`src/rtl/i2s_tx_serializer_if.sv`:
```
// FIFO read port and Philips I2S bus of the transmit serializer.
interface i2s_tx_serializer_if;
  logic [31:0] fifo_data;
  logic        fifo_empty;
  logic        fifo_rd;
  logic        sck;
  logic        ws;
  logic        sd;

  modport master (input fifo_data, fifo_empty, output fifo_rd, sck, ws, sd);
  modport slave  (output fifo_data, fifo_empty, input fifo_rd, sck, ws, sd);
endinterface

```
`src/rtl/i2s_tx_serializer.sv`:
```
// I2S bus-master transmitter: pops FIFO words and shifts them out MSB-first with one-SCK data delay.
// Optional I2S_TX_MONO_DUP_EN: one pop per stereo frame, same word sent on both channels.
module i2s_tx_serializer #(
  parameter int CLK_DIV  = 4,
  parameter int WORD_LEN = 32
) (
  input  logic                       clk,
  input  logic                       Rst_n,
  input  logic                       EN,
  input  logic                       underrun_clr,
  output logic                       underrun,
  output logic                       busy,
  i2s_tx_serializer_if.master        bus
);

  localparam int DW = (CLK_DIV > 1) ? $clog2(CLK_DIV) : 1;

  typedef enum logic [1:0] {IDLE, LEAD, RUN} state_e;

  state_e        state_q, state_d;
  logic [DW-1:0] div_cnt_q, div_cnt_d;
  logic          sck_q, sck_d;
  logic          ws_q, ws_d;
  logic          sd_q, sd_d;
  logic [4:0]    bit_cnt_q, bit_cnt_d;
  logic [31:0]   shift_q, shift_d;
  logic [31:0]   shadow_q, shadow_d;
  logic          reload_q, reload_d;
  logic          pend_q, pend_d;
  logic          rd_q, rd_d;
  logic          ld_q, ld_d;
  logic          zero_q, zero_d;
  logic          underrun_q, underrun_d;

  logic          tick, fall, lsb, do_fetch, ur_set, fetch_ok;
  logic [31:0]   src;

  always_comb begin
    state_d   = state_q;
    div_cnt_d = div_cnt_q;
    sck_d     = sck_q;
    ws_d      = ws_q;
    sd_d      = sd_q;
    bit_cnt_d = bit_cnt_q;
    shift_d   = shift_q;
    reload_d  = reload_q;
    pend_d    = pend_q;
    do_fetch  = 1'b0;

    tick = (state_q != IDLE) && (div_cnt_q == DW'(CLK_DIV - 1));
    fall = tick && sck_q;
    lsb  = (bit_cnt_q == 5'(WORD_LEN - 1));
    // reload_q marks the first fall of a word: its MSB comes straight from shadow
    src  = reload_q ? shadow_q : shift_q;
    // A withheld fetch may still be issued if the word reaches shadow before the next fall
    fetch_ok = !sck_q && ((CLK_DIV > 2) || (div_cnt_q == '0));

    if (state_q != IDLE) begin
      if (tick) begin
        div_cnt_d = '0;
        sck_d     = ~sck_q;
      end else begin
        div_cnt_d = div_cnt_q + 1'b1;
      end
    end

    case (state_q)
      IDLE: begin
        div_cnt_d = '0;
        sck_d     = 1'b0;
        ws_d      = 1'b1;
        sd_d      = 1'b0;
        bit_cnt_d = '0;
        reload_d  = 1'b0;
        pend_d    = 1'b0;
        if (EN) begin
          do_fetch = 1'b1;
          state_d  = LEAD;
        end
      end

      LEAD: begin
        if (fall) begin
          ws_d      = 1'b0;
          sd_d      = 1'b0;
          shift_d   = shadow_q;
          bit_cnt_d = '0;
          reload_d  = 1'b0;
          state_d   = RUN;
        end
      end

      RUN: begin
        if (pend_q && EN && fetch_ok && !fall) begin
          do_fetch = 1'b1;
          pend_d   = 1'b0;
        end
        if (fall) begin
          if (reload_q && pend_q) begin
            state_d  = IDLE;
            ws_d     = 1'b1;
            sd_d     = 1'b0;
            pend_d   = 1'b0;
            reload_d = 1'b0;
          end else begin
            sd_d    = src[31];
            shift_d = {src[30:0], 1'b0};
            if (lsb) begin
              ws_d      = ~ws_q;
              bit_cnt_d = '0;
              reload_d  = 1'b1;
`ifdef I2S_TX_MONO_DUP_EN
              if (ws_q) begin
                if (EN) do_fetch = 1'b1;
                else    pend_d   = 1'b1;
              end
`else
              if (!ws_q || EN) do_fetch = 1'b1;
              else             pend_d   = 1'b1;
`endif
            end else begin
              bit_cnt_d = bit_cnt_q + 1'b1;
              reload_d  = 1'b0;
            end
          end
        end
      end

      default: state_d = IDLE;
    endcase
  end

  // Pop pipeline: rd strobe, then the FIFO output is valid one clk later
  always_comb begin
    rd_d       = do_fetch && !bus.fifo_empty;
    ur_set     = do_fetch && bus.fifo_empty;
    zero_d     = ur_set;
    ld_d       = rd_q;
    shadow_d   = shadow_q;
    if (ld_q)   shadow_d = bus.fifo_data;
    if (zero_q) shadow_d = '0;
    underrun_d = ur_set | (underrun_q & ~underrun_clr);
  end

  always_ff @(posedge clk or negedge Rst_n) begin
    if (!Rst_n) begin
      state_q    <= IDLE;
      div_cnt_q  <= '0;
      sck_q      <= 1'b0;
      ws_q       <= 1'b1;
      sd_q       <= 1'b0;
      bit_cnt_q  <= '0;
      shift_q    <= '0;
      shadow_q   <= '0;
      reload_q   <= 1'b0;
      pend_q     <= 1'b0;
      rd_q       <= 1'b0;
      ld_q       <= 1'b0;
      zero_q     <= 1'b0;
      underrun_q <= 1'b0;
    end else begin
      state_q    <= state_d;
      div_cnt_q  <= div_cnt_d;
      sck_q      <= sck_d;
      ws_q       <= ws_d;
      sd_q       <= sd_d;
      bit_cnt_q  <= bit_cnt_d;
      shift_q    <= shift_d;
      shadow_q   <= shadow_d;
      reload_q   <= reload_d;
      pend_q     <= pend_d;
      rd_q       <= rd_d;
      ld_q       <= ld_d;
      zero_q     <= zero_d;
      underrun_q <= underrun_d;
    end
  end

  assign bus.fifo_rd = rd_q;
  assign bus.sck     = sck_q;
  assign bus.ws      = ws_q;
  assign bus.sd      = sd_q;
  assign underrun    = underrun_q;
  assign busy        = (state_q != IDLE);

endmodule

```
`src/flat_wrapper.sv`:
```
// flat-port wrapper written by rule: the top's interface ports become plain ports
module i2s_tx_serializer_flat 
#(
  parameter int CLK_DIV  = 4,
  parameter int WORD_LEN = 32
)
  (clk, Rst_n, EN, underrun_clr, underrun, busy, bus_fifo_data, bus_fifo_empty, bus_fifo_rd, bus_sck, bus_ws, bus_sd);
  i2s_tx_serializer_if bus_i ();
  input  logic clk;
  input  logic Rst_n;
  input  logic EN;
  input  logic underrun_clr;
  output logic underrun;
  output logic busy;
  input wire logic [$bits(bus_i.fifo_data)-1:0] bus_fifo_data;
  input wire logic [$bits(bus_i.fifo_empty)-1:0] bus_fifo_empty;
  output wire logic [$bits(bus_i.fifo_rd)-1:0] bus_fifo_rd;
  output wire logic [$bits(bus_i.sck)-1:0] bus_sck;
  output wire logic [$bits(bus_i.ws)-1:0] bus_ws;
  output wire logic [$bits(bus_i.sd)-1:0] bus_sd;
  assign bus_i.fifo_data = bus_fifo_data;
  assign bus_i.fifo_empty = bus_fifo_empty;
  assign bus_fifo_rd = bus_i.fifo_rd;
  assign bus_sck = bus_i.sck;
  assign bus_ws = bus_i.ws;
  assign bus_sd = bus_i.sd;
  i2s_tx_serializer #(.CLK_DIV(CLK_DIV), .WORD_LEN(WORD_LEN)) u_core (.clk(clk), .Rst_n(Rst_n), .EN(EN), .underrun_clr(underrun_clr), .underrun(underrun), .busy(busy), .bus(bus_i));
endmodule
```
`config.mk`:
```
export PLATFORM = sky130hd
export DESIGN_NAME = i2s_tx_serializer_flat
export DESIGN_NICKNAME = d
export VERILOG_FILES = /design/src/rtl/i2s_tx_serializer_if.sv /design/src/rtl/i2s_tx_serializer.sv /design/src/flat_wrapper.sv
export SDC_FILE = /design/constraint.sdc
export NUM_CORES = 1
export LEC_CHECK = 0
export ABC_AREA = 1
export ABC_CLOCK_PERIOD_IN_PS = 1500
export CORE_UTILIZATION = 30
export CTS_CLUSTER_SIZE = 24
export DETAILED_ROUTE_END_ITERATION = 7
export DONT_BUFFER_PORTS = 1
export PLACE_DENSITY_LB_ADDON = 0.15
export SLEW_MARGIN = 20
export SYNTH_ARGS = -nofsm -noshare
export SYNTH_HDL_FRONTEND = slang
export SYNTH_SLANG_ARGS = --single-unit
```
`constraint.sdc`:
```
create_clock -name clk -period 1.5 [get_ports clk]
set_input_delay 0.15 -clock clk [delete_from_list [all_inputs] [get_ports clk]]
set_output_delay 0.15 -clock clk [all_outputs]
set_load 0.01 [all_outputs]
```
# After elaboration in Yosys (flattened, before gate mapping)
# Cells that the tools add are included.
[totals]
mem_bits_rw = 0
memories = 0
reg_bits = 82
elab_cells = 106
rom_bits = 0
output_inout_bits = 6
latchBits = 0
[op_classes]
eq_ne = 10
div_mod_pow = 0
muxes = 48
n_lt_le_gt_ge = 0
multipliers = 0
n_reduce_logical = 27
add_sub_neg = 2
n_bitwise = 5
shifts = 0
[ops]
columns = ["op", "n"]
rows = [
  ["two-way mux 32 bit", 6],
  ["case mux 32 bit (2 select lines)", 1],
  ["two-way mux 1 bit", 23],
  ["two-way mux 5 bit", 4],
  ["AND reduction 4 bit", 4],
  ["case mux 5 bit (3 select lines)", 1],
  ["two-way mux 2 bit", 7],
  ["nonzero test 2 bit", 6],
  ["case mux 1 bit (3 select lines)", 3],
  ["logical AND 1 bit", 8],
  ["inequality test 2 x 1 -> 1 bit, second input constant", 3],
  ["case mux 2 bit (3 select lines)", 1],
  ["adder 5 x 1 -> 5 bit, second input constant", 1],
  ["== test 5 bit, second input constant", 1],
  ["== test 2 bit, second input constant", 2],
  ["zero test 1 bit", 4],
  ["inequality test 2 bit, second input constant", 2],
  ["case mux 1 bit (2 select lines)", 2],
  ["inequality test 3 x 1 -> 1 bit, second input constant", 1],
  ["NOT 1 bit", 3],
  ["AND reduction 3 bit", 1],
  ["nonzero test 3 bit", 1],
  ["adder 2 x 1 -> 2 bit, second input constant", 1],
  ["== test 2 x 1 -> 1 bit, second input constant", 1],
  ["5 further kinds", 5],
]

# Depth between registers and ports, before layout
# Gate-level depths: netlist of run 1.
[logic_depth]
depth_word = 13
depth_mapped = 12

# Worst setup path after synthesis of run 1
# Ideal clock, no wire load.
[synth_path]
kind = "register -> register"
from = "reg u_core.bit_cnt_q[0]"
to = "reg u_core.ws_q, in the netlist u_core.bus.ws"
setup_time_ps = 79
period_less_slack_ps = 1491
stages_incl_launch_ff = 10
n_path_buf = 0
setup_slack_ps = 9
arrival_ps = 1412
cell_sequence = "dfrtp_1 > ha_1 > nand2_1 > nor2_1 > ha_1 > nor2_1 > inv_1 > nor2_1 > nor2_1 > o21ai_0"
[synth_via]
elab_chain_len = 3
[synth_lines]
columns = ["item", "line_no", "source"]
rows = [
  ["start, declared", "i2s_tx_serializer.sv:25", "logic [4:0] bit_cnt_q, bit_cnt_d;"],
  ["start signal, assigned", "i2s_tx_serializer.sv:167", "bit_cnt_q <= bit_cnt_d;"],
  ["== test 5 bit", "i2s_tx_serializer.sv:52", "lsb = (bit_cnt_q == 5'(WORD_LEN - 1));"],
  ["inequality test 3 x 1 -> 1 bit (no source line)", "n/a", ""],
  ["AND reduction 4 bit (no source line)", "n/a", ""],
  ["end signal, assigned", "i2s_tx_serializer.sv:165", "ws_q <= ws_d;"],
  ["end, declared", "i2s_tx_serializer.sv:23", "logic ws_q, ws_d;"],
]
# Every way passes these cells.
# A chain may end at the register's enable or synchronous reset.

# Worst setup path in the final report of run 1
[layout_path]
from = "reg u_core.state_q[0]"
to = "reg u_core.shift_q[30]"
[layout_via]
elab_chain_len = 5
word_cells_on_any_way = 11
classes_between = "eq/ne: 5; mux: 1; reduce/logical: 5"
[layout_lines]
columns = ["item", "line_no", "source"]
rows = [
  ["start, declared", "i2s_tx_serializer.sv:20", "state_e state_q, state_d;"],
  ["start signal, assigned", "i2s_tx_serializer.sv:162", "state_q <= state_d;"],
  ["nonzero test 2 bit", "i2s_tx_serializer.sv:50", "tick = (state_q != IDLE) && (div_cnt_q == DW'(CLK_DIV - 1));"],
  ["logical AND 1 bit", "i2s_tx_serializer.sv:50", ""],
  ["logical AND 1 bit", "i2s_tx_serializer.sv:51", "fall = tick && sck_q;"],
  ["inequality test 2 x 1 -> 1 bit (no source line)", "n/a", ""],
  ["AND reduction 4 bit (no source line)", "n/a", ""],
  ["end signal, assigned", "i2s_tx_serializer.sv:168", "shift_q <= shift_d;"],
  ["end, declared", "i2s_tx_serializer.sv:26", "logic [31:0] shift_q, shift_d;"],
]
# Parallel ways exist; a longest one is shown, timed or not.

==> summary.txt, run 1 <==
Worst setup path
  • Worst setup path startpoint: u_core.state_q[0]$_DFFE_PN0P_
  • Most used cell, CP: inv_2
  • Slowest stage delay, CP: approximately 0.43 ns
  • Critical path endpoint category: flop
  • Crit-path max FO: 8
  • Worst EP required: 1.77 ns
  • Setup crit start kind: flop
  • CP cell instances: inv_2, nand2_4, nor2_4, inv_2, a21oi_4, buf_12, clkbuf_16, nand2_1, o21ai_1
  • Arr. time, crit path: 1.75 ns
  • FF-to-FF End: u_core.shift_q[30]$_DFFE_PN0P_
  • Register-to-register setup slack: 0.03 ns
  • Critical path type: reg -> reg
  • R2R Path Start: u_core.state_q[0]$_DFFE_PN0P_
  • Worst R2R Path Depth: 9
  • CP max-delay cell: dfrtp_1

Power
  • Clock share of power: between 40 and 50%
  • Int Pwr: roughly 4.2 mW
  • Combinational share of power: between 8 and 9%
  • PwrDens: 1030 nW/um^2
  • Worst VDD drop: 0.408 mV
  • Switch Pwr: roughly 1.3 mW
  • Sequential Power Share: ~46%
  • LEAKAGE: approximately 2.4 nW
  • Net switching fraction of the power: about a quarter

Floorplanning
  • Die height: about 120 um
  • Die X: ~120 um
  • # IOs: 43
  • Core Rows: 41
  • Initial Util: between 30% and 40%
  • Core area: about 13000 um^2
  • Full die area: roughly 14000 um^2

Timing
  • Setup TNS: 0 ns
  • Fin crit period: ~1.5 ns
  • Fin. Hold Viols: slightly above 80
  • Clock skew: between 0.007 and 0.008 ns
  • Setup violations, final: 0
  • Worst Tran Pin Value: 0.542 ns
  • Max-slew violations: 0
  • Fin Hold WS: -0.502 ns
  • Max Clock Freq: approximately 680 MHz
  • Final worst slack: around 0.026 ns
  • RSZ-0062 raised after global routing: yes
  • Slew HR: between 60% and 70%
  • Final period utilization: roughly 100%

Global routing
  • GR Util All Layers: between 10% and 20%
  • Maximum number of pins on one net before global-route repair: 83
  • Vias in the first global route: around 3200
  • Congestion Overflow GR: 0
  • First-pass GRT wire length: approximately 16000 um
  • Initial antenna violation count: 0

CTS
  • Clock Pin Slew Worst Setup and Hold Paths: around 0.06 ns
  • Cts bufs inserted: 9
  • Skew-Pair Late Insertion Delay: ~0.34 ns
  • Clock Sinks: just over 80
  • CTS tree: built
  • Root buffer cell: clkbuf_16
  • H-tree depth: 3
  • CTS Hold Buffers Added: 34
  • CTS max path bufs: 2

Routing
  • Antenna-violating nets left: 0
  • DR iter-0 viols: 157
  • Vias after detailed routing: roughly 3400
  • First-pass iteration count of the detailed router: 4
  • Wire per inst: approximately 14 um
  • DRC: 0
  • Final wirelength: between 10000 and 15000 um
  • Vias/cell: ~4.7

Synth
  • Ys async rst share: 100%
  • Top-count cell post-synth: o21ai_0
  • Syn. warnings: 0
  • Yosys top cell by area: dfrtp_1
  • Commonest cells post-synth: o21ai_0, dfrtp_1, inv_1, nand2_1, nand3_1
  • Synth Register Bits: between 80 and 90
  • Area contributors post-synth: dfrtp_1, o21ai_0, inv_1
  • Mapped Cells: 491
  • Sequential share of the synthesized area: 52.3%
  • Syn nets: ~530
  • Main synth FF type: dfrtp_1
  • Number of flops mapped to enable cells by yosys: 0
  • Yosys top cell area share: about half
  • Synth Area per Inst: about 8 um^2
  • Mapped Area: approximately 4000 um^2
  • Cell variety after synth: 22

Cells and area
  • Proportion of layout cells with a drive suffix above 1: between 15 and 20%
  • N_diodes: 0
  • Core Util, Final: 41.6%
  • NumNets Final: 584
  • Area growth syn-to-layout: 34.2%

Run
  • Max cap viols: 0

Status
  • Status: complete, but fails checks
  • Failing checks: hold timing

Min path
  • Worst hold-check path type: in -> async

Place
  • DP Wirelength: around 5600 um
  • GPL Wtd Cong: 0.718
  • Pre-CTS setup slack: -0.0253 ns
  • Port Buffers: 0
==> power groups by stage <==
stage	Clock, mW	Combinational (mW)	Sequential (mW)
floorplan	0	0.269	2.55
global placement	0	0.369	2.56
detailed placement	0	0.380	2.56
CTS	2.53	0.459	2.52
global route	2.63	0.547	2.55
finish	2.45	0.471	2.52
==> worst max-delay path by stage <==
stage                                           to  slack, ns  cells past startpoint
global route             u_core.underrun$_DFF_PN0_       -0.1                     12
global placement         u_core.underrun$_DFF_PN0_       0.01                     12
CTS                  u_core.shift_q[0]$_DFFE_PN0P_      -0.01                      8
finish              u_core.shift_q[30]$_DFFE_PN0P_       0.03                      9
detailed placement       u_core.underrun$_DFF_PN0_      -0.03                     12
floorplan                u_core.bus.ws$_DFFE_PN1P_      0.009                      9
==> area by class of cell <==
cell class,count,area [um^2]
well taps,172,215
fillers,1306,7400
clock buffers,12,256
flip-flops and latches,82,2050
inverters,82,312
multi-input cells,298,1530
repair buffers,71,827
clock inverters,4,73.8
==> cells by family (layout without fill, tap and decap cells) <==
family / count (synthesis) / after routing / share of synthesized area [%]
compound gates: 174 / 174 / 22.6
xor+xnor: 1 / 1 / 0.223
fa+ha+maj: 3 / 3 / 0.956
buf+inv: 111 / 169 / 11.1
flops: 82 / 82 / 52.3
simple gates: 120 / 120 / 12.9
==> routing by layer <==
layer	up-vias	part of all wire, %	wire length, um	global-route usage, %
met5	-	0	0	0
met4	0	2.3	245	6.75
met3	19	4.8	497	5.24
met2	63	47	4880	23.8
met1	1592	46	4830	18.7
li1	1706	-	-	-
==> critical path, delay by kind of cell, from the launching register on <==
kind	cells	cell delay (ns)
AO/OA/AOI/OAI	2	0.23
AND/OR/NAND/NOR	3	0.23
buffers and inverters	4	0.51
flip-flops	1	0.43
==> sequential cells by signal, indices dropped and copies added (netlist names), 2 cells and up <==
| signal | flops |
|---|---|
| u_core.div_cnt_q | 2 |
| u_core.state_q | 2 |
| u_core.shift_q | 32 |
| u_core.shadow_q | 32 |
| u_core.bit_cnt_q | 5 |
==> metrics by stage <==
step                std cells  cell area (um^2)  power [mW]
global route              721              5270        5.72
finish                    721              5270        5.45
CTS                       705              4930        5.51
floorplan                 491              3930        2.82
global placement          655              4250        2.93
detailed placement        655              4250        2.94
==> placed cells by master (no fill, tap or decap), drive strengths merged <==
master and count:
clkinvlp 1, dlygate4sd3 34, nand3 37, dfstp 1, o211ai 2, o21ai 136, nor3 1, clkinv 2
buf 31, ha 3, bufinv 2, clkbuf 18, inv 81, nand2 69, dfrtp 81, xor2 1
or2 1, a21oi 36, nor2 12
==> what timing repair did <==
action	CTS	global route
endpoints found under the hold margin	117	82
resized for setup	2	92
pin swaps	0	7
setup buffers	0	8
gates cloned	0	8
endpoints found under the setup margin	9	43
No activity file was read; power rests on OpenSTA's default activity.
==> run 2: changes to the inputs <==
Settings changed: CELL_PAD_IN_SITES_DETAIL_PLACEMENT from default to 1, CELL_PAD_IN_SITES_GLOBAL_PLACEMENT from default to 1, CORE_ASPECT_RATIO from default to 1.1, SETUP_SLACK_MARGIN from default to 0.4.
==> run 2 against run 1 <==
Compared with the run above:
- the flow finishes with violations (DRC, hold timing)
- global-route usage up 3.3 points
- register-to-register slack got worse by 0.02 ns
- first-iteration DRC count fell by 12%
- sequential power about the same
- sequential cell count unchanged
- fmax decreased by 1.2%
==> summary.txt, run 2 (same netlist as run 1, synthesis figures left out) <==
Status
  • Status: complete, but fails checks (unchanged)
  • Failing checks: DRC, hold timing (was hold timing)

Floorplanning
  • Core area: 12700 um^2 (about the same)
  • Initial Util: 30.9% (was 31.0%)
  • Core Rows: 43 (was 41)
  • Die X: 111 um (was 116 um)
  • Die height: 122 um (was 116 um)
  • # IOs: 43 (unchanged)
  • Full die area: 13600 um^2 (about the same)

Power
  • PwrDens: 972 nW/um^2 (was 1030 nW/um^2)
  • LEAKAGE: 2.48 nW (was 2.35 nW)
  • Worst VDD drop: 0.436 mV (was 0.408 mV)
  • Total power draw: 5.46 mW (was 5.45 mW)

Timing
  • Slew HR: 75.9% (was 63.9%)
  • Fin crit period: 1.49 ns (was 1.47 ns)
  • RSZ-0062 raised after global routing: yes (unchanged)
  • Setup violations, final: 0 (unchanged)
  • Max Clock Freq: 670 MHz (was 678 MHz)
  • Fin. Hold Viols: 82 (unchanged)
  • Setup TNS: 0 ns (unchanged)
  • Worst Tran Pin Value: 0.357 ns (was 0.542 ns)
  • Final worst slack: 0.00785 ns (was 0.0257 ns)
  • Max-slew violations: 0 (unchanged)
  • Fin Hold WS: -0.501 ns (was -0.502 ns)
  • Final period utilization: 99.5% (was 98.3%)
  • Clock skew: 0.00693 ns (was 0.00760 ns)

Cells and area
  • Commonest non-fill, non-tap cells in the layout: dfrtp_1, inv_1, o21ai_0 (unchanged)
  • N_diodes: 0 (unchanged)
  • Area growth syn-to-layout: 43.1% (was 34.2%)
  • Layout Cell Area excl Fill: 5620 um^2 (was 5270 um^2)
  • Final cell count without fillers: 714 (was 721)
  • NumNets Final: 592 (was 584)
  • Largest registers: u_core.shadow_q: 32 flops, u_core.shift_q: 32 flops, u_core.bit_cnt_q: 5 flops (unchanged)
  • Proportion of layout cells with a drive suffix above 1: 27.3% (was 16.0%)
  • Core Util, Final: 44.3% (was 41.6%)
  • Most common cell after layout, fill and taps aside: dfrtp_1 (unchanged)

Place
  • Port Buffers: 0 (unchanged)
  • DP Wirelength: 6630 um (was 5600 um)
  • Pre-CTS setup slack: -0.0236 ns (was -0.0253 ns)
  • GPL Wtd Cong: 0.731 (was 0.718)
  • Inst Count DP: 639 (was 655)
  • Dpl cell area: 4200 um^2 (was 4250 um^2)

CTS
  • Cts bufs inserted: 9 (unchanged)
  • H-tree depth: 3 (unchanged)
  • CTS max path bufs: 2 (unchanged)
  • Skew-Pair Late Insertion Delay: 0.35 ns (was 0.34 ns)
  • Root buffer cell: clkbuf_16 (unchanged)
  • CTS tree: built (unchanged)
  • Clock Sinks: 82 (unchanged)
  • Clock Pin Slew Worst Setup and Hold Paths: 0.06 ns (about the same)

Global routing
  • First-pass GRT wire length: 19300 um (was 15600 um)
  • Maximum number of pins on one net before global-route repair: 83 (unchanged)
  • GR Util All Layers: 18.4% (was 15.1%)
  • Initial antenna violation count: 0 (unchanged)
  • Congestion Overflow GR: 0 (unchanged)
  • Vias in the first global route: 3813 (was 3248)

Worst setup path
  • Worst EP required: 1.77 ns (about the same)
  • Critical path type: reg -> reg (unchanged)
  • Worst setup path startpoint: u_core.state_q[0]$_DFFE_PN0P_ (unchanged)
  • Worst R2R Path Depth: 9 (unchanged)
  • Arr. time, crit path: 1.76 ns (was 1.75 ns)
  • Crit-path max FO: 7 (was 8)
  • Setup crit start kind: flop (unchanged)
  • R2R Path Start: u_core.state_q[0]$_DFFE_PN0P_ (unchanged)
  • Critical path endpoint category: flop (unchanged)

Routing
  • Antenna-violating nets left: 0 (unchanged)
  • Vias/cell: 5.04 (was 4.69)
  • Wire per inst: 17.5 um (was 14.5 um)
  • DR iter-0 viols: 138 (was 157)
  • Vias after detailed routing: 3601 (was 3380)
  • Final wirelength: 12500 um (was 10500 um)
  • First-pass iteration count of the detailed router: 6 (was 4)
  • DRC: 10 (was 0)

Run
  • Max cap viols: 0 (unchanged)

Min path
  • Worst hold-check path type: in -> async (unchanged)
[run 2: cell types whose count changed in the layout (fill, tap and decap cells not counted), moves of 8 or more]
cell	delta
nand2_2	+19
o21ai_2	+9
nand2_1	-34
buf_6	+8
nand2_4	+15
[run 2: layout make-up]
type | instances | area [um^2]
fill | 1476 | 7080
clock buffer | 13 | 280
multi-input combinational | 301 | 1850
tap | 157 | 196
inverter | 82 | 323
timing repair buffer | 76 | 872
clock inverter | 3 | 43.8
sequential | 82 | 2060
[run 2: routing by layer]
| metal | wire [um] | global-route usage [%] | vias to the layer above |
|---|---|---|---|
| met3 | 301 | 3.13 | 16 |
| met1 | 5640 | 22.5 | 1807 |
| met5 | 0 | 0 | - |
| met2 | 6280 | 32.5 | 52 |
| met4 | 286 | 7.35 | 0 |
| li1 | - | - | 1726 |
[run 2: path summary, 6_finish.rpt]
kind,endpoint,slack (ns)
worst max-delay path,u_core.shift_q[6]$_DFFE_PN0P_,0.008
worst min-delay path,u_core.shadow_q[3]$_DFFE_PN0P_,-0.50
worst max register to register,u_core.shift_q[6]$_DFFE_PN0P_,0.008
worst min register to register,u_core.ld_q$_DFF_PN0_,0.45
max in group asynchronous,u_core.bus.ws$_DFFE_PN1P_,1.78
min in group clk,u_core.bus.fifo_rd$_DFF_PN0_,0.12
[run 2: power by group]
group / total [mW] / switching, mW / leakage (nW) / internal, mW
combinational: 0.512 / 0.320 / 1.38 / 0.192
clock: 2.41 / 0.933 / 0.162 / 1.48
sequential: 2.54 / 0.0816 / 0.937 / 2.46
total: 5.46 / 1.34 / 2.48 / 4.13
[run 2: worst max-delay path, cell delays in order (launching register included)]
cell	delay [ns]
dfrtp_1	0.43
inv_2	0.11
nand2_4	0.08
nor2_4	0.12
inv_2	0.06
a21oi_4	0.14
buf_12	0.18
clkbuf_16	0.18
nand2_2	0.04
o21ai_1	0.07
[run 2: repair_timing]
action	CTS	global route
pin swaps	34	15
endpoints found under the hold margin	118	86
hold buffers	32	3
buffers inserted	11	5
endpoints found under the setup margin	75	72
cloned	3	5
resized for setup	83	80
==> patch: new RTL, settings of run 2 <==
`CLK_DIV` is set to 4 in 2 places; all go to 8.
--- a/src/rtl/i2s_tx_serializer.sv
+++ b/src/rtl/i2s_tx_serializer.sv
@@ -2,5 +2,5 @@
 // Optional I2S_TX_MONO_DUP_EN: one pop per stereo frame, same word sent on both channels.
 module i2s_tx_serializer #(
-  parameter int CLK_DIV  = 4,
+  parameter int CLK_DIV  = 8,
   parameter int WORD_LEN = 32
 ) (
--- a/src/flat_wrapper.sv
+++ b/src/flat_wrapper.sv
@@ -2,5 +2,5 @@
 module i2s_tx_serializer_flat 
 #(
-  parameter int CLK_DIV  = 4,
+  parameter int CLK_DIV  = 8,
   parameter int WORD_LEN = 32
 )
Function: changed (Yosys sat finds a counterexample within 10 cycles, from zero or initial values and one cycle with Rst_n low).
==> patch against run 2 <==
- count of clock-buffer cells in the layout unchanged
- cell count shrank 0.28%
- the run ends with hold timing, setup timing left
- first-iteration DRC count is 25% lower
- design area is 2.8% lower
- sequential share of layout area rose by 1.5 points
- total power decreased by 6.0%
- highest routed layer unchanged
- sequential cell count grew 1
- routed wire length is 0.74% higher
- area after synthesis up 3.0%
- worst setup slack worse by 0.050 ns
==> patch: results <==
metrics = {
    "synth": {
        "async_reset_ff_share_pct": 100,
        "synth-compound-area-share_pct": 21.6,
        "synth.net_count": 538,
        "synth.distinct_cells": 25,
        "synthAdderAreaFrac_pct": 1.24,
        "synth_ff_type": "dfrtp_1",
        "ys_top_cells_by_count": "o21ai_0 (122), nand2_1 (94), dfrtp_1 (82)",
        "synth-xor-area-share_pct": 0.216,
        "yosysSeqAreaShare_pct": 51.4,
        "yosys_warnings": 0,
        "synth_area_leaders": "dfrtp_1 (51%), o21ai_0 (15%), nand2_1 (8.7%)",
    },
    "detailed_routing": {
        "drtIter0Drc": 104,
        "wl_per_cell_um": 17.7,
        "avgViaCountPerCell": 5.07,
        "first_pass_iters": 4,
    },
    "timing": {
        "fin_skew_ns": 0.00856,
        "hold_viol": 83,
        "holdWs_ns": -0.505,
        "setup_ws_ns": -0.0424,
        "setup_viol": 30,
        "tightestPinTransition_ns": 0.354,
    },
    "grt": {
        "grt_pass1_vias": 3739,
        "grt_use_total_pct": 19.2,
        "grt_pass1_wl_um": 20100,
        "antenna_found_initial": 0,
        "grt_max_degree": 84,
    },
    "cells_and_area": {
        "final_util_pct": 41.5,
        "final_nets": 587,
        "drive_gt1_share_pct": 25.8,
        "reg.largest.list": "u_core.shadow_q: 32 flops, u_core.shift_q: 32 flops, u_core.bit_cnt_q: 5 flops",
        "nFillCells": 1541,
        "antennaDiodeCount": 0,
    },
    "critical_path": {
        "crit_end": "u_core.shift_q[1]$_DFFE_PN0P_",
        "arrival_ns": 1.83,
        "worst_path_largest_cell_delay_ns": 0.35,
        "cpMaxStageDelayCell": "dfrtp_1",
        "startpoint": "u_core.div_cnt_q[0]$_DFF_PN0_",
        "cp_top_family": "simple AND/OR/NAND/NOR gates",
        "crit_fanout": 7,
        "worstRegToRegCells": 9,
    },
    "place": {
        "routabilityCongestion": 0.772,
        "dp_hpwl_um": 6970,
        "placed_area_um2": 4380,
        "portBuffers": 0,
        "dp_slack_ns": -0.0212,
    },
    "clock_network": {
        "cts_buffers": 9,
        "ctsHoldBuffers": 35,
        "worstSkewPairLatency_ns": 0.35,
        "cts_resized": 37,
        "clk_pin_slew_ns": 0.06,
        "cts-root-buf": "clkbuf_16",
        "cts.path.max_buffers": 2,
        "post_cts_buffers": 3,
        "htree_levels": 3,
    },
    "pwr": {
        "leakagePower_nw": 2.16,
        "irDropWorstVdd_mv": 0.442,
    },
    "min_path": {
        "hp-class": "in -> async",
    },
    "run_status": {
        "violations": "hold timing, setup timing",
        "outcome": "finished with violations",
    },
}
patch: stage by stage:
step                instances  setup TNS [ns]
global placement          650               0
detailed placement        650         -0.0794
finish                    712          -0.655
CTS                       707          -0.126
floorplan                 497               0
global route              712           -4.04
patch: layout make-up:
type | instances | area share [%]
repair buffers | 67 | 13.8
clock inverters | 3 | 0.275
clock buffers | 13 | 4.58
flip-flops and latches | 83 | 38.1
well taps | 161 | 3.69
inverters | 51 | 3.69
multi-input cells | 334 | 35.9
patch: report_power, final:
group,internal (mW),leakage [nW],total [mW],switching [mW]
Clock,1.16,0.133,2.08,0.915
Combinational,0.204,1.09,0.520,0.316
Sequential,2.47,0.936,2.54,0.0686
patch: per-layer routing:
metal	GRT usage [%]	wire, µm	up-vias
met5	0	0	-
met4	6.75	180	0
met3	4.09	394	14
met2	32.1	6160	45
met1	24.5	5870	1794
li1	-	-	1754
